`src/rtl/mmio_console.sv`:
```
// Memory-mapped console and end-of-test status sink for a core's store port.
// Console stores feed a show-ahead character FIFO; a status store latches the test verdict.
module mmio_console #(
  parameter logic [31:0] CONSOLE_ADDR = 32'd65532,
  parameter logic [31:0] STATUS_ADDR  = 32'd65528,
  parameter int unsigned DEPTH        = 16,
  parameter int unsigned CHAR_W       = 8
) (
  input  logic              clk,
  input  logic              reset,
  input  logic              memwrite,
  input  logic [31:0]       dataadr,
  input  logic [31:0]       writedata,
  output logic              char_valid,
  output logic [CHAR_W-1:0] char_data,
  input  logic              char_ready,
  output logic              full,
  output logic [15:0]       drop_count,
  output logic              sim_done,
  output logic              sim_pass,
  output logic [30:0]       status_code
);

  localparam int unsigned AW = $clog2(DEPTH);
  localparam logic [AW:0] DepthCnt = (AW+1)'(DEPTH);

  typedef enum logic [1:0] {StRunning, StPassed, StFailed} state_e;

  logic [CHAR_W-1:0] mem [DEPTH];
  logic [AW-1:0]     wr_ptr_q, rd_ptr_q;
  logic [AW:0]       count_q;
  logic [15:0]       drop_q;
  state_e            state_q, state_d;
  logic [30:0]       code_q, code_d;

  logic console_hit, status_hit, pop, push, drop;

  // The console decode wins when both addresses coincide, so the FSM never sees such a store.
  assign console_hit = memwrite && (dataadr == CONSOLE_ADDR);
  assign status_hit  = memwrite && (dataadr == STATUS_ADDR) && !console_hit;

  assign char_valid = (count_q != '0);
  assign full       = (count_q == DepthCnt);
  assign pop        = char_valid && char_ready;
  assign push       = console_hit && (!full || pop);
  assign drop       = console_hit && full && !pop;
  assign char_data  = mem[rd_ptr_q];
  assign drop_count = drop_q;

  // Storage is deliberately left out of reset; char_data is meaningless while empty.
  always_ff @(posedge clk) begin
    if (push) begin
      mem[wr_ptr_q] <= writedata[CHAR_W-1:0];
    end
  end

  always_ff @(posedge clk or posedge reset) begin
    if (reset) begin
      wr_ptr_q <= '0;
      rd_ptr_q <= '0;
      count_q  <= '0;
      drop_q   <= '0;
    end else begin
      if (push) begin
        wr_ptr_q <= wr_ptr_q + AW'(1);
      end
      if (pop) begin
        rd_ptr_q <= rd_ptr_q + AW'(1);
      end
      if (push && !pop) begin
        count_q <= count_q + (AW+1)'(1);
      end else if (pop && !push) begin
        count_q <= count_q - (AW+1)'(1);
      end
      if (drop && (drop_q != 16'hFFFF)) begin
        drop_q <= drop_q + 16'd1;
      end
    end
  end

  always_comb begin
    state_d = state_q;
    code_d  = code_q;
    if ((state_q == StRunning) && status_hit) begin
      state_d = (writedata == 32'd1) ? StPassed : StFailed;
      code_d  = writedata[31:1];
    end
  end

  always_ff @(posedge clk or posedge reset) begin
    if (reset) begin
      state_q <= StRunning;
      code_q  <= '0;
    end else begin
      state_q <= state_d;
      code_q  <= code_d;
    end
  end

  assign sim_done    = (state_q != StRunning);
  assign sim_pass    = (state_q == StPassed);
  assign status_code = code_q;

endmodule

```
`config.mk`:
```
export PLATFORM = sky130hd
export DESIGN_NAME = mmio_console
export DESIGN_NICKNAME = d
export VERILOG_FILES = /design/src/rtl/mmio_console.sv
export SDC_FILE = /design/constraint.sdc
export NUM_CORES = 1
export LEC_CHECK = 0
export CAP_MARGIN = 20
export CORE_MARGIN = 2
export CORE_UTILIZATION = 53
export DETAILED_ROUTE_END_ITERATION = 7
export PLACE_DENSITY = 0.8
export SLEW_MARGIN = 20
export SYNTH_ARGS = -nofsm -noshare
export SYNTH_HDL_FRONTEND = slang
export SYNTH_SLANG_ARGS = --single-unit
```
`constraint.sdc`:
```
create_clock -name clk -period 3.8 [get_ports clk]
set_input_delay 0.76 -clock clk [delete_from_list [all_inputs] [get_ports clk]]
set_output_delay 0.76 -clock clk [all_outputs]
set_load 0.05 [all_outputs]
```
==> summary.md, run 1 <==
| Metric | Value |
|---|---|
| Status | completed |
| Yosys top cell area share | 48.6% |
| Clock slew at reported path FFs | 0.06 ns |
| Worst slew margin | 49.0% |
| Syn Nets | 512 |
| Grt ovf | 0 |
| RSZ-0062 raised after global routing | false |
| Hold Buf Count CTS | 0 |
| Static Leak | 3.71 nW |
| CP most frequent cell | mux4_2 |
| CTS tree | done |
| Placer congestion estimate | 0.849 |
| Die W | 126 µm |
| Layout Utilization | 69.2% |
| Core area | 14,500 µm² |
| Syn Inst Count | 433 |
| Pins Over Slew Limit | 0 |
| Via Count | 4,551 |
| YS warnings | 0 |
| Hold WS | 0.482 ns |
| Ratio of cells with drive above 1 in the final layout | 23.2% |
| Crit-path cells | buf_12, mux4_2, mux4_2, clkdlybuf4s50_1 |
| Yosys reg bits | 190 |
| HPWL Detailed | 11,800 µm |
| Clock root buffer | clkbuf_16 |
| Fin Clk Skew | 0.00984 ns |
| Critical path startpoint category | register |
| Final-report setup violation count | 0 |
| Drt first-iter violations | 344 |
| Vias in the first global route | 4,906 |
| Synthesized area per cell | 18.3 µm² |
| # IOs | 127 |
| Max Cap Violations | 0 |
| Vias per cell | 5.84 |
| GRT Overall Usage | 22.5% |
| CP endpoint kind | output pin |
| CP delay by family, top | multiplexers |
| Layout area overhead | 27.2% |
| WL final | 17,000 µm |
| Buffers added on ports | 126 |
| Post-cts resize count | 0 |
| Crit path buffers/inverters | 2 |
| Post-synth EDFFs | 128 |
| CTS Buffer Depth | 2 |
| PwrDens | 400 nW/µm² |
| Timing-limited maximum frequency | 0.275 GHz |
| Initial Util | 54.4% |
| H-tree lvl count | 4 |
| Fin crit share | 95.8% |
| Final min period | 3.64 ns |
| Hold Crit Class | register to register |
| Routed Antenna Nets | 0 |
| Reg2reg setup slack | 0.85 ns |
| Setup bufs post-CTS | 0 |
| Die Footprint | 15,900 µm² |
| Largest net degree at the start of global routing | 36 |
| Clk_lat worst skew | 0.43 ns |
| Final WS setup | 0.158 ns |
| Place WS | -0.0473 ns |
| Ant. Diodes | 0 |
| Post-route DRC | 0 |
| Peak VDD IR | 0.000336 V |
| First-pass GRT wire length | 26,800 µm |
| Mapped cell area | 7910 µm² |
| Num rows | 44 |
| Initial antenna violation count | 0 |
| Inst Count DP | 747 |
| Slowest cell on crit path | clkdlybuf4s50_1 |
| Non-Filler Instances | 779 |
| # clock sinks | 190 |
| Arr. time, crit path | 2.88 ns |
| Primary FF master, synth | edfxtp_1 |
| Critical path type | register to output pin |
| Synth unique cells | 41 |
| Total CTS buffers | 17 |
| Final Hold Fails | 0 |
| WP data required | 3.04 ns |
| Die height | 126 µm |
| Sequential-to-total area share from yosys stat | 68.2% |
| Synth top area cells | edfxtp_1 (49%), dfrtp_1 (20%), mux4_2 (11%) |
| TritonRoute pass-1 iters | 7 |
| Crit path max fanout | 35 |
| Cell accounting for the most synthesized area | edfxtp_1 |
| Final net count | 661 |
| Worst path max stage delay | 0.72 ns |
| Post-synthesis async set-or-reset flop share | 32.6% |
| WL per Instance | 21.8 µm |
| Slew of the pin with the lowest slew margin | 0.762 ns |
## per-layer routing
layer | global-route usage, % | vias to the layer above | part of all wire, %
met3 | 5.90 | 25 | 7.1
met1 | 27.5 | 2304 | 39
met5 | 0 | - | 0
li1 | - | 2020 | -
met4 | 8.08 | 0 | 1.8
met2 | 39.0 | 202 | 53
## cells in the mapped netlist (2+ instances only)
master	number
xnor2_1	20
and4b_1	4
and3_1	9
nand2_1	11
a2111oi_4	2
and2_1	2
buf_4	5
mux2_2	35
nor4_1	12
buf_2	4
dfrtp_1	62
edfxtp_1	128
mux4_2	40
nand3_1	10
nor2b_1	5
inv_1	6
ha_1	10
and4_1	6
nand4_1	14
xor2_1	4
o21ai_0	2
a21o_1	4
nor2_1	9
and4bb_1	2
nor4b_1	2
clkbuf_1	9
a21oi_1	2
## kinds of logic after synthesis
logic type | after synthesis | synth area share, %
flip-flops | 190 | 68.2
AND/OR/NAND/NOR | 95 | 7.72
multiplexers | 75 | 16.4
buffers and inverters | 26 | 1.63
XOR/XNOR | 25 | 2.86
AO/OA/AOI/OAI | 11 | 1.39
adder cells (fa/ha/maj) | 11 | 1.83
## area by class of cell
| cell class | instances | area (µm²) |
|---|---|---|
| clock inverter | 11 | 90.1 |
| multi-input combinational | 217 | 2390 |
| fill | 953 | 4470 |
| clock buffer | 21 | 470 |
| tap | 184 | 230 |
| timing repair buffer | 150 | 1470 |
| sequential | 190 | 5400 |
| inverter | 6 | 22.5 |
## sequential cells by signal (all words and copies together), names as in the netlist
| name | cells |
|---|---|
| rd_ptr_q | 4 |
| mem | 128 |
| count_q | 5 |
| wr_ptr_q | 4 |
| state_q | 2 |
| drop_count | 16 |
| status_code | 31 |
## worst reg2reg max path: cells and delay by family, from the launching register on
kind	cells	cell delay, ns
AOI/OAI and AO/OA	2	0.34
DFF	1	0.47
buffers and inverters	1	0.08
xor gates and xnor gates	2	0.29
adders and majority gates	2	0.59
and+or+nand+nor	4	1.06
## report_power, final
part / total, mW / internal [mW] / leakage, nW / switching [mW]
combinational: 0.136 / 0.0742 / 1.43 / 0.0618
sequential: 2.21 / 2.21 / 2.00 / 0.000518
clock: 1.68 / 0.949 / 0.274 / 0.731
total: 4.03 / 3.24 / 3.71 / 0.793
## through the flow
stage / setup TNS [ns] / area (µm²) / total power, mW
after floorplan: 0 / 7910 / 2.28
after global placement: 0 / 9500 / 2.39
after detailed placement: -0.0473 / 9500 / 2.39
after CTS: 0 / 10100 / 4.05
after global routing: 0 / 10100 / 4.14
final: 0 / 10100 / 4.03
## final timing paths
check | startpoint | cells after the start | end
worst max-delay path | rd_ptr_q[0] | 4 | char_data[4]
worst min-delay path | state_q[0] | 1 | state_q[0]
min in group asynchronous | reset | 2 | drop_count[6]
worst max register to register | count_q[0] | 11 | count_q[4]
max in group asynchronous | reset | 3 | status_code[1]
worst min register to register | state_q[0] | 1 | state_q[0]
## layout by cell type (no fill, tap or decap), types with 5 or more instances in the layout
cell and count:
clkdlybuf4s50_1 126, mux2_2 35, clkbuf_16 17, inv_1 5, buf_4 22, nand3_1 10, and4_1 6, nand2_1 11
nor2b_1 5, mux4_2 40, nor2_1 9, edfxtp_1 128, dfrtp_1 61, xnor2_1 20, nand4_1 14, nor4_1 12
ha_1 10, and3_1 9
No activity file was read; power rests on OpenSTA's default activity.
==> inputs of run 2 (changes only) <==
--- a/config.mk
+++ b/config.mk
@@ -5,11 +5,12 @@
 export SDC_FILE = /design/constraint.sdc
 export NUM_CORES = 1
 export LEC_CHECK = 0
+export ABC_AREA = 1
 export CAP_MARGIN = 20
 export CORE_MARGIN = 2
-export CORE_UTILIZATION = 53
+export CORE_UTILIZATION = 54
 export DETAILED_ROUTE_END_ITERATION = 7
-export PLACE_DENSITY = 0.8
+export PLACE_DENSITY = 0.81
 export SLEW_MARGIN = 20
 export SYNTH_ARGS = -nofsm -noshare
 export SYNTH_HDL_FRONTEND = slang
==> run 2 against run 1 <==
  * Global-route usage increased by 3.6 points
  * Non-clock buffer count grew 5
  * Setup slack gained 0.39 ns
  * Clock-buffer cell count increased by 3
  * Final area up 4.4%
  * Core utilization is 0.11 points higher
  * Clock skew hardly changed
  * Clock power grew 5%
  * Via count up 42%
  * Area after synthesis rose by 5.7%
  * Largest cell class unchanged
  * Critical path depth grew 3
==> summary.md, run 2 <==
| Metric | Value |
|---|---|
| Status | completed (unchanged) |
| Max Cap Violations | 0 (unchanged) |
| Setup bufs post-CTS | 0 (unchanged) |
| Arr. time, crit path | 2.50 ns (was 2.88 ns) |
| Vias per cell | 5.56 (was 5.84) |
| Inst Count DP | 1,128 (was 747) |
| Initial Util | 55.2% (was 54.4%) |
| Layout Utilization | 69.4% (was 69.2%) |
| Worst path max stage delay | 0.42 ns (was 0.72 ns) |
| RSZ-0062 raised after global routing | false (unchanged) |
| Critical path startpoint category | register (unchanged) |
| H-tree lvl count | 4 (unchanged) |
| # clock sinks | 190 (unchanged) |
| Slew of the pin with the lowest slew margin | 0.763 ns (was 0.762 ns) |
| Hold WS | 0.472 ns (was 0.482 ns) |
| Commonest non-fill, non-tap cell in the layout | nor2_1 (was edfxtp_1) |
| Placement Cell Area | 9910 µm² (was 9500 µm²) |
| Clk_lat worst skew | 0.43 ns (about the same) |
| WL per Instance | 17.6 µm (was 21.8 µm) |
| CTS tree | done (unchanged) |
| Total Power | 4.15 mW (was 4.03 mW) |
| Placer congestion estimate | 0.847 (was 0.849) |
| Hold Path Origin | state_q[0] (unchanged) |
| Hold Buf Count CTS | 0 (unchanged) |
| Layout area overhead | 25.6% (was 27.2%) |
| Die height | 128 µm (was 126 µm) |
| Primary FF master, synth | edfxtp_1 (unchanged) |
| Yosys reg bits | 190 (unchanged) |
| Post-route DRC | 0 (unchanged) |
| HPWL Detailed | 13,700 µm (was 11,800 µm) |
| WP data required | 3.04 ns (about the same) |
| Worst reg2reg path endpoint | count_q[3] (was count_q[4]) |
| Peak VDD IR | 0.000350 V (was 0.000336 V) |
| Non-Filler Instances | 1,160 (was 779) |
| Commonest cells after routing, fill and taps aside | nor2_1 (183), edfxtp_1 (128), clkdlybuf4s50_1 (118) (was edfxtp_1 (128), clkdlybuf4s50_1 (126), dfrtp_1 (61)) |
| CTS Buffer Depth | 2 (unchanged) |
| Worst slew margin | 49.0% (about the same) |
| Drt first-iter violations | 683 (was 344) |
| Reg2reg setup slack | 1.34 ns (was 0.85 ns) |
| Sequential-to-total area share from yosys stat | 64.5% (was 68.2%) |
| Die Footprint | 16,500 µm² (was 15,900 µm²) |
| Pins Over Slew Limit | 0 (unchanged) |
| Hold Crit Class | register to register (unchanged) |
| CP endpoint kind | output pin (unchanged) |
| Most common cell in the netlist | nor2_1 (was edfxtp_1) |
| Fillers | 1,117 (was 953) |
| Ant. Diodes | 0 (unchanged) |
| Place WS | 0.531 ns (was -0.0473 ns) |
| First-pass GRT wire length | 32,700 µm (was 26,800 µm) |
| Post-synthesis async set-or-reset flop share | 32.6% (unchanged) |
| Post-cts resize count | 0 (unchanged) |
| Synthesized area per cell | 10.2 µm² (was 18.3 µm²) |
| WL final | 20,500 µm (was 17,000 µm) |
| Post-synth EDFFs | 128 (unchanged) |
| Fin Setup TNS | 0 ns (unchanged) |
| GRT Overall Usage | 26.1% (was 22.5%) |
| FF-to-FF path depth | 12 (was 11) |
| Num rows | 45 (was 44) |
| Fin Clk Skew | 0.00947 ns (was 0.00984 ns) |
| Clock root buffer | clkbuf_16 (unchanged) |
| Top reg by flops | mem (unchanged) |
| Syn Nets | 899 (was 512) |
| Routed Antenna Nets | 0 (unchanged) |
| Yosys top cell area share | 46.0% (was 48.6%) |
| Slowest cell on crit path | inv_2 (was clkdlybuf4s50_1) |
| Buffers added on ports | 126 (unchanged) |
| Initial antenna violation count | 0 (unchanged) |
| Final Cell Area | 10,500 µm² (was 10,100 µm²) |
| Synth top area cells | edfxtp_1 (46%), dfrtp_1 (19%), nor2_1 (8.2%) (was edfxtp_1 (49%), dfrtp_1 (20%), mux4_2 (11%)) |
| Final-report setup violation count | 0 (unchanged) |
| Ratio of cells with drive above 1 in the final layout | 7.92% (was 23.2%) |
| Core area | 15,100 µm² (was 14,500 µm²) |
| # IOs | 127 (unchanged) |
| Crit-path cells | inv_2, buf_4, nor2_1, o211ai_1, o211ai_1, nand2_1, buf_4 (was buf_12, mux4_2, mux4_2, clkdlybuf4s50_1) |
| Hold path endpoint | state_q[0] (unchanged) |
| Die W | 128 µm (was 126 µm) |
| Critical path type | register to output pin (unchanged) |
| Largest net degree at the start of global routing | 68 (was 36) |
| Crit path max fanout | 29 (was 35) |
| Cell accounting for the most synthesized area | edfxtp_1 (unchanged) |
| YS warnings | 0 (unchanged) |
| Static Leak | 4.16 nW (was 3.71 nW) |
| Final net count | 1,038 (was 661) |
| Mapped cell area | 8360 µm² (was 7910 µm²) |
| Final min period | 3.26 ns (was 3.64 ns) |
| Syn Inst Count | 820 (was 433) |
| Synth unique cells | 28 (was 41) |
| Via Count | 6,449 (was 4,551) |
| Synth cell count leaders | nor2_1 (183), edfxtp_1 (128), nand2_1 (101), o21ai_0 (77), inv_1 (69) (was edfxtp_1 (128), dfrtp_1 (62), mux4_2 (40), mux2_2 (35), xnor2_1 (20)) |
| Final Hold Fails | 0 (unchanged) |
| Timing-limited maximum frequency | 0.307 GHz (was 0.275 GHz) |
| TritonRoute pass-1 iters | 5 (was 7) |
| Grt ovf | 0 (unchanged) |
| Max reg flops | 128 (unchanged) |
| Total CTS buffers | 17 (unchanged) |
| Hold Path Stages | 2 (was 1) |
| Clock slew at reported path FFs | 0.07 ns (was 0.06 ns) |
| Final WS setup | 0.544 ns (was 0.158 ns) |
| Vias in the first global route | 6,304 (was 4,906) |
| Fin crit share | 85.7% (was 95.8%) |
| Reg-to-reg startpoint | count_q[0] (unchanged) |
| PwrDens | 395 nW/µm² (was 400 nW/µm²) |
run 2: power by group:
part / internal, mW / switching (mW) / total [mW] / leakage [nW]
Clock: 1.03 / 0.745 / 1.77 / 0.301
Combinational: 0.0788 / 0.0860 / 0.165 / 1.88
Sequential: 2.21 / 0.000519 / 2.21 / 1.97
Total: 3.32 / 0.831 / 4.15 / 4.16
run 2: final cells by class:
| type | instances | area, µm² | share of cell area (%) |
|---|---|---|---|
| multi-input cells | 526 | 2550 | 24.2 |
| clock inverters | 8 | 77.6 | 0.739 |
| inverters | 69 | 259 | 2.47 |
| repair buffers | 155 | 1470 | 14.0 |
| well taps | 188 | 235 | 2.24 |
| clock buffers | 24 | 519 | 4.94 |
| flip-flops and latches | 190 | 5400 | 51.4 |
run 2: how the worst max path moves through the flow:
stage / from / end / slack [ns] / cells past startpoint
after floorplan: dataadr[9] / count_q[4] / 1.09 / 15
after global placement: dataadr[9] / count_q[4] / 0.57 / 16
after detailed placement: dataadr[9] / count_q[4] / 0.53 / 16
after CTS: rd_ptr_q[0] / char_data[6] / 0.56 / 7
after global routing: rd_ptr_q[0] / char_data[6] / 0.40 / 7
final: rd_ptr_q[0] / char_data[6] / 0.54 / 7
run 2: worst max-delay path, delay by kind of cell (launching register included):
| family | cells | cell delay (ns) |
|---|---|---|
| buf+inv | 3 | 0.96 |
| flops | 1 | 0.39 |
| simple gates | 2 | 0.18 |
| compound gates | 2 | 0.51 |
run 2: kinds of logic after synthesis:
group | synth area share, %
xor gates and xnor gates | 0.943
and+or+nand+nor | 18.0
buffers and inverters | 5.01
DFF | 64.5
AOI/OAI and AO/OA | 9.74
adders and majority gates | 1.74
run 2: per-layer routing:
metal	share of wire [%]	routed length (µm)	GRT usage (%)	vias to the layer above
li1	-	-	-	3061
met1	41	8470	33.0	3085
met2	48	9900	43.0	270
met3	8.2	1680	7.69	33
met4	2.0	410	9.63	0
met5	0	0	0	-
==> inputs of run 3 (changes only) <==
--- a/config.mk
+++ b/config.mk
@@ -7,9 +7,11 @@
 export LEC_CHECK = 0
 export ABC_AREA = 1
 export CAP_MARGIN = 20
+export CORE_ASPECT_RATIO = 0.9
 export CORE_MARGIN = 2
 export CORE_UTILIZATION = 54
 export DETAILED_ROUTE_END_ITERATION = 7
+export GPL_ROUTABILITY_DRIVEN = 0
 export PLACE_DENSITY = 0.81
 export SLEW_MARGIN = 20
 export SYNTH_ARGS = -nofsm -noshare
==> constraint.sdc (replaced) <==
create_clock -name clk -period 3.4 [get_ports clk]
set_input_delay 0.68 -clock clk [delete_from_list [all_inputs] [get_ports clk]]
set_output_delay 0.68 -clock clk [all_outputs]
set_load 0.05 [all_outputs]
==> run 3 against run 2 <==
  * Register-to-register slack lost 0.45 ns
  * Critical path depth fell by 1
  * Routed wire length fell by 0.18%
  * Clock-buffer cell count is 7 lower
  * Via count decreased by 0.54%
  * Sequential cell count stayed put
  * Core utilization is 0.13 points higher
  * Largest cell class unchanged
  * Die area about the same
  * Non-clock buffer count is 7 higher
  * Sequential share of layout area is 0.54 points lower
  * Clock skew barely moved
==> summary.md, run 3 (same netlist as run 2, synthesis figures left out) <==
| Metric | Value |
|---|---|
| Status | completed (unchanged) |
| Critical path type | register to output pin (unchanged) |
| Final Hold Fails | 0 (unchanged) |
| Worst slew margin | 53.3% (was 49.0%) |
| Ratio of cells with drive above 1 in the final layout | 8.27% (was 7.92%) |
| Die Footprint | 16,500 µm² (about the same) |
| Routed Antenna Nets | 0 (unchanged) |
| Static Leak | 4.19 nW (was 4.16 nW) |
| Num rows | 43 (was 45) |
| Grt ovf | 0 (unchanged) |
| Die height | 122 µm (was 128 µm) |
| Clk pwr share | 43.9% (was 42.7%) |
| Routing usage on met1 | 33.3% (was 33.0%) |
| TritonRoute pass-1 iters | 5 (unchanged) |
| Worst reg2reg path endpoint | count_q[4] (was count_q[3]) |
| PwrDens | 446 nW/µm² (was 395 nW/µm²) |
| Hold Crit Class | register to register (unchanged) |
| CTS Buffer Depth | 2 (unchanged) |
| Top reg by flops | mem (unchanged) |
| Post-cts resize count | 0 (unchanged) |
| Pins Over Slew Limit | 0 (unchanged) |
| Final net count | 1,045 (was 1,038) |
| Drt first-iter violations | 502 (was 683) |
| Crit-path cells | buf_4, o21ai_0, o21ai_0, o211ai_1, nand2_1, buf_4 (was inv_2, buf_4, nor2_1, o211ai_1, o211ai_1, nand2_1, buf_4) |
| Buffers added on ports | 126 (unchanged) |
| Vias in the first global route | 6,205 (was 6,304) |
| Max reg flops | 128 (unchanged) |
| CP endpoint | char_data[6] (unchanged) |
| WL final | 20,400 µm (was 20,500 µm) |
| Arr. time, crit path | 2.34 ns (was 2.50 ns) |
| Core area | 15,300 µm² (was 15,100 µm²) |
| Largest net degree at the start of global routing | 68 (unchanged) |
| RSZ-0062 raised after global routing | false (unchanged) |
| Fin Clk Skew | 0.00937 ns (was 0.00947 ns) |
| Worst path max stage delay | 0.51 ns (was 0.42 ns) |
| Global Route met2 Usage | 42.9% (was 43.0%) |
| FF-to-FF path depth | 13 (was 12) |
| WL per Instance | 17.3 µm (was 17.6 µm) |
| Ant. Diodes | 0 (unchanged) |
| Commonest non-fill, non-tap cell in the layout | nor2_1 (unchanged) |
| Net Switching | 0.947 mW (was 0.831 mW) |
| CP delay by family, top | compound AO/OA/AOI/OAI gates (was buffers and inverters) |
| # IOs | 127 (unchanged) |
| Final-report setup violation count | 0 (unchanged) |
| Via Count | 6,414 (was 6,449) |
| WP data required | 2.72 ns (was 3.04 ns) |
| Critical path startpoint category | register (unchanged) |
| Clock slew at reported path FFs | 0.07 ns (about the same) |
| Peak VDD IR | 0.000371 V (was 0.000350 V) |
| Internal Power | 3.79 mW (was 3.32 mW) |
| GRT met3 Usage | 8.91% (was 7.69%) |
| Slowest cell on crit path | buf_4 (was inv_2) |
| Switching share of power | 20.0% (about the same) |
| # clock sinks | 190 (unchanged) |
| Crit path buffers/inverters | 2 (was 3) |
| Initial antenna violation count | 0 (unchanged) |
| CP endpoint kind | output pin (unchanged) |
| Top Usage Layer GRT | met2 (unchanged) |
| Die W | 135 µm (was 128 µm) |
| Post-route DRC | 0 (unchanged) |
| Hold WS | 0.498 ns (was 0.472 ns) |
| Slew of the pin with the lowest slew margin | 0.698 ns (was 0.763 ns) |
| First-pass GRT wire length | 32,100 µm (was 32,700 µm) |
| Layout area overhead | 27.0% (was 25.6%) |
| CTS tree | done (unchanged) |
| Reg power frac | 52.2% (was 53.3%) |
| Critical Path Start | rd_ptr_q[0] (unchanged) |
| Setup bufs post-CTS | 0 (unchanged) |
| Initial Util | 54.7% (was 55.2%) |
| Fin crit share | 88.9% |
| Logic pwr share | 3.8% (was 4.0%) |
| GRT Overall Usage | 26.1% (about the same) |
| Crit path max fanout | 65 (was 29) |
| Reg2reg setup slack | 0.89 ns (was 1.34 ns) |
| Final min period | 3.02 ns |
| Reg-to-reg startpoint | count_q[0] (unchanged) |
| Clk_lat worst skew | 0.43 ns (about the same) |
| Hold Path Origin | state_q[0] (unchanged) |
| Crit. path cell count | 6 (was 7) |
| FF/Latch Area | 5400 µm² (unchanged) |
| HPWL Detailed | 13,600 µm (was 13,700 µm) |
| Vias per cell | 5.43 (was 5.56) |
| Fin Setup TNS | 0 ns (unchanged) |
| Total CTS buffers | 17 (unchanged) |
| Clock root buffer | clkbuf_16 (unchanged) |
| Commonest cells after routing, fill and taps aside | nor2_1 (183), edfxtp_1 (128), clkdlybuf4s50_1 (118) (unchanged) |
| Hold Buf Count CTS | 0 (unchanged) |
| Max Cap Violations | 0 (unchanged) |
| Multi-input logic area | 2550 µm² (unchanged) |
| Timing-limited maximum frequency | 0.331 GHz |
| H-tree lvl count | 4 (unchanged) |
| Final Cell Area | 10,600 µm² (was 10,500 µm²) |
| Fillers | 1,085 (was 1,117) |
| Placement Cell Area | 10,000 µm² (was 9910 µm²) |
-- run 3: worst min-delay path by stage --
| stage | slack (ns) | depth (start not counted) | end |
|---|---|---|---|
| 2_1_floorplan | 0.43 | 2 | state_q[0] |
| 3_3_place_gp | 0.45 | 2 | state_q[0] |
| 3_5_place_dp | 0.49 | 2 | state_q[0] |
| 4_1_cts | 0.50 | 2 | state_q[0] |
| 5_1_grt | 0.52 | 2 | state_q[0] |
| 6_report | 0.50 | 2 | state_q[0] |
-- run 3: power by group through the flow --
stage               Clock, mW  Combinational (mW)  Sequential, mW
global route             2.18               0.199            2.47
finish                   2.08               0.181            2.47
floorplan                   0              0.0494            2.52
detailed placement          0               0.182            2.52
CTS                      2.09               0.183            2.47
global placement            0               0.180            2.52
-- run 3: cell type report --
class | count | area share [%]
Multi-Input combinational cell | 526 | 24.0
Timing Repair Buffer | 162 | 14.6
Clock buffer | 17 | 4.01
Clock inverter | 15 | 1.78
Inverter | 69 | 2.44
Tap cell | 202 | 2.38
Sequential cell | 190 | 50.8
-- run 3: metrics by stage --
stage                     utilization (%)  power [mW]  setup slack, ns  instances
after floorplan                         -        2.57            0.770        820
after global placement               65.5        2.70            0.322       1149
after detailed placement             65.5        2.70            0.240       1149
after CTS                            69.5        4.75            0.372       1181
after global routing                 69.5        4.85            0.214       1181
final                                69.5        4.73            0.376       1181
-- run 3: layer usage --
layer | routed length (µm) | part of all wire, %
met1 | 8260 | 40
met2 | 9820 | 48
met3 | 1970 | 9.7
met4 | 358 | 1.8
met5 | 0 | 0
-- run 3: worst min-delay path, stage by stage, from the launching register on --
cell	delay, ns
dfrtp_1	0.33
inv_1	0.07
nand2_1	0.07
==> RTL change 1 (flow settings as in run 3) <==
`CHAR_W`: 8 -> 10.
--- a/src/rtl/mmio_console.sv
+++ b/src/rtl/mmio_console.sv
@@ -4,7 +4,7 @@
   parameter logic [31:0] CONSOLE_ADDR = 32'd65532,
   parameter logic [31:0] STATUS_ADDR  = 32'd65528,
   parameter int unsigned DEPTH        = 16,
-  parameter int unsigned CHAR_W       = 8
+  parameter int unsigned CHAR_W       = 10
 ) (
   input  logic              clk,
   input  logic              reset,
Interface: changed (resized char_data); port bits go from 127 to 129. No check against the original RTL was run, so the function may have changed too.
==> RTL change 1 against run 3 <==
Register-to-register slack is essentially flat; non-clock buffer count unchanged; final area is 16% higher; count of clock-buffer cells in the layout grew 13; highest routed layer unchanged; critical path depth is 3 higher; wire length up 12%; area after synthesis grew 17%; final cell count up 13%; setup slack worse by 250 ps; sequential cell count rose by 32.
Power is not compared: it rests on default switching activity, and its combinational part moved more than twofold at a synthesized area within 25%.
==> RTL change 1: results (changes against run 3) <==
CTS buffer count -> 23 (was 17)
Net count, final -> 1157 (was 1045)
# port buffers -> 128 (was 126)
Worst hold slack -> 474.6 ps (was 498.1 ps)
Placed inst area -> 0.01155 sq mm (was 0.01000 sq mm)
Final min period -> 3276 ps (was 3024 ps)
End of the critical path -> char_data[7] (was char_data[6])
Htree depth -> 1 (was 4)
Largest net degree at the start of global routing -> 83 (was 68)
Met1 wire length -> 9.155 mm (was 8.264 mm)
Status -> completed (unchanged)
Worst EP arrival -> 2600 ps (was 2340 ps)
Initial DRC Count -> 546 (was 502)
Multiplexer share of the synthesized area -> 0 (unchanged)
Crit path max-delay family -> buffers and inverters (was compound AO/OA/AOI/OAI gates)
Metal3 WL -> 1.743 mm (was 1.972 mm)
Sequential share of the synthesized area -> 0.6516 (was 0.6453)
Max reg flops -> 160 (was 128)
Ys async rst share -> 0.2793 (was 0.3263)
Post-synthesis cell count -> 931 (was 820)
Vias -> 7353 (was 6414)
Post-Synth Adder-Cell Area -> 0.01488 (was 0.01736)
Met1 Resource Use GR -> 0.3081 (was 0.3329)
Clock Skews -> 15.02 ps (was 9.374 ps)
Routed wire per std cell -> 17.16 microns (was 17.29 microns)
Skew-Pair Late Insertion Delay -> 520 ps (was 430 ps)
Slew @ Worst Pin -> 738.6 ps (was 697.9 ps)
Clk slew on worst S/H paths -> 60 ps
Compound-Gate Fraction of Synth Area -> 0.08992 (was 0.09743)
Crit path max fanout -> 26 (was 65)
DP HPWL -> 15.10 mm (was 13.56 mm)
Total GRT Usage -> 0.2408 (was 0.2613)
First-pass GRT wire length -> 36.96 mm (was 32.05 mm)
Worst reg2reg path endpoint -> count_q[4] (unchanged)
Post-synth net total -> 1010 (was 899)
Worst hold endpoint -> status_code[28] (was state_q[0])
CP peak stage delay -> 410 ps (was 510 ps)
EDFF count, synth -> 160 (was 128)
M2 GR Usage -> 0.4051 (was 0.4289)
Commonest cells post-synth -> 166 x nor2_1, 160 x edfxtp_1, 145 x nand2_1 (was 183 x nor2_1, 128 x edfxtp_1, 101 x nand2_1)
Yosys cell types -> 33 (was 28)
M3 GR Usage -> 0.05382 (was 0.08906)
Share of cells above drive strength 1 -> 0.09132 (was 0.08274)
Max stage delay cell, worst path -> dfrtp_2 (was buf_4)
DR vias/cell -> 5.508 (was 5.431)
XOR/XNOR Fraction of Synth Area -> 0.01167 (was 0.009428)
Pre-CTS setup slack -> 99.04 ps (was 240.0 ps)
Final Util -> 0.6947 (was 0.6948)
Placed Cells -> 1293 (was 1149)
==> RTL change 1: area by class of cell <==
class,instances,share of cell area
Tap cell,240,0.02446
Inverter,76,0.02324
Clock inverter,12,0.007950
Timing Repair Buffer,162,0.1364
Clock buffer,30,0.05147
Sequential cell,222,0.5180
Multi-Input combinational cell,593,0.2385
==> RTL change 1: power by group <==
part | switching (W) | internal, W
clock network | 0.00101 | 0.00139
logic | 0.00180 | 0.00111
registers | 0.000115 | 0.00296
total | 0.00292 | 0.00547
==> RTL change 1: kinds of logic (layout without fill, tap and decap cells) <==
family | Yosys count | in the layout
AO/OA/AOI/OAI | 155 | 155
XOR/XNOR | 13 | 13
adder cells (fa/ha/maj) | 11 | 11
flip-flops | 222 | 222
buffers and inverters | 116 | 280
AND/OR/NAND/NOR | 414 | 414
==> RTL change 2 (config.mk and constraints of run 3) <==
Without the edit above. Re-encode `state_e` (3 states) as one-hot, 3 bits wide.
--- a/src/rtl/mmio_console.sv
+++ b/src/rtl/mmio_console.sv
@@ -24,7 +24,7 @@
   localparam int unsigned AW = $clog2(DEPTH);
   localparam logic [AW:0] DepthCnt = (AW+1)'(DEPTH);
 
-  typedef enum logic [1:0] {StRunning, StPassed, StFailed} state_e;
+  typedef enum logic [2:0] {StRunning = 3'b001, StPassed = 3'b010, StFailed = 3'b100} state_e;
 
   logic [CHAR_W-1:0] mem [DEPTH];
   logic [AW-1:0]     wr_ptr_q, rd_ptr_q;
Formal check against the unedited RTL: no difference found for any inputs over 10 cycles, from zero or initial values and one cycle with reset high; not proved beyond that.
==> RTL change 2 against run 3 <==
Final area grew 0.44%; wire length down 1.7%; area after synthesis grew 0.78%; final cell count about the same; setup slack improved by 54 ps; critical endpoint is now char_data[0]; combinational power down 3%; sequential cell count up 1; power down 0.51%.
==> RTL change 2: results (changes against run 3) <==
Status -> completed (unchanged)
Largest net degree at the start of global routing -> 67 (was 68)
Reg-to-reg slack, setup -> 790 ps (was 890 ps)
YS warnings -> 0 (unchanged)
Fillers -> 1118 (was 1085)
Placed Cells -> 1148 (was 1149)
Synth top area cells -> edfxtp_1 46%, dfrtp_1 18%, nor2_1 6.3%, nand2_1 6.1%, o21ai_0 4.9% (was edfxtp_1 46%, dfrtp_1 19%, nor2_1 8.2%, o21ai_0 4.6%, nand2_1 4.5%)
Min-delay src -> state_q[1] (was state_q[0])
Clock Skews -> 5.807 ps (was 9.374 ps)
R2R cell count -> 14 (was 13)
Initial DRC Count -> 571 (was 502)
DP HPWL -> 12.97 mm (was 13.56 mm)
Total GRT Usage -> 0.2578 (was 0.2613)
Crit path max-delay family -> buffers and inverters (was compound AO/OA/AOI/OAI gates)
Peak VDD IR -> 376.0 uV (was 371.3 uV)
Commonest cells post-synth -> 142 x nor2_1, 138 x nand2_1, 128 x edfxtp_1 (was 183 x nor2_1, 128 x edfxtp_1, 101 x nand2_1)
Sequential share of the synthesized area -> 0.6435 (was 0.6453)
Crit path max fanout -> 47 (was 65)
Pwr Density -> 441.7 mW/mm^2 (was 445.9 mW/mm^2)
Worst EP arrival -> 2290 ps (was 2340 ps)
M3 GR Usage -> 0.07724 (was 0.08906)
Yosys cell types -> 38 (was 28)
Syn_area_per_cell -> 10.30 sq um (was 10.20 sq um)
Slew @ Worst Pin -> 658.8 ps (was 697.9 ps)
Lkg Pwr -> 4.197 nW (was 4.190 nW)
Metal3 WL -> 1.696 mm (was 1.972 mm)
Vias in the first global route -> 6453 (was 6205)
Placed inst area -> 0.01004 sq mm (was 0.01000 sq mm)
M2 GR Usage -> 0.4028 (was 0.4289)
Worst reg2reg path endpoint -> count_q[3] (was count_q[4])
CP peak stage delay -> 390 ps (was 510 ps)
First-pass GRT wire length -> 32.42 mm (was 32.05 mm)
Ys async rst share -> 0.3298 (was 0.3263)
Worst r2r src -> count_q[0] (unchanged)
Htree depth -> 4 (unchanged)
Met1 Resource Use GR -> 0.3521 (was 0.3329)
Worst hold endpoint -> state_q[1] (was state_q[0])
F_max -> 336.8 MHz (was 330.7 MHz)
Sw Ratio -> 0.2004 (was 0.2002)
EDFF count, synth -> 128 (unchanged)
Pre-CTS setup slack -> 120.5 ps (was 240.0 ps)
End of the critical path -> char_data[0] (was char_data[6])
Max stage delay cell, worst path -> dfrtp_1 (was buf_4)
Metal2 WL -> 9.644 mm (was 9.824 mm)
Sequential group share of total power -> 0.527 (was 0.522)
Non-Filler Instances -> 1180 (was 1181)
Met1 wire length -> 8.394 mm (was 8.264 mm)
Vias -> 6441 (was 6414)
Net count, final -> 1044 (was 1045)
Share of cells above drive strength 1 -> 0.09816 (was 0.08274)
TritonRoute pass-1 iters -> 6 (was 5)
Routed wire per std cell -> 17.01 microns (was 17.29 microns)
Post-synth net total -> 897 (was 899)
Clock power share -> 0.435 (was 0.439)
RTL change 2: through the flow:
stage                     utilization  hold slack, ps
after CTS                      0.6954           490.5
after global routing           0.6954           512.9
final                          0.6954           485.0
after global placement         0.6548           452.5
after floorplan                     -           441.0
after detailed placement       0.6548           466.7
RTL change 2: cell type report:
| cell class | instances | share of cell area |
|---|---|---|
| Clock buffer | 24 | 0.05022 |
| Clock inverter | 8 | 0.008097 |
| Inverter | 67 | 0.02359 |
| Multi-Input combinational cell | 525 | 0.2423 |
| Sequential cell | 191 | 0.5085 |
| Tap cell | 202 | 0.02370 |
| Timing Repair Buffer | 163 | 0.1436 |
RTL change 2: logic make-up after synthesis:
logic type,synth area share
and+or+nand+nor,0.1846
AOI/OAI and AO/OA,0.09549
xor gates and xnor gates,0.009356
adders and majority gates,0.01723
DFF,0.6435
buffers and inverters,0.04990
RTL change 2: tightest hold or removal path, delay by kind of cell (launching register included):
kind / cells / cell delay (ps)
buf+inv: 1 / 50
flops: 1 / 350
simple gates: 1 / 60
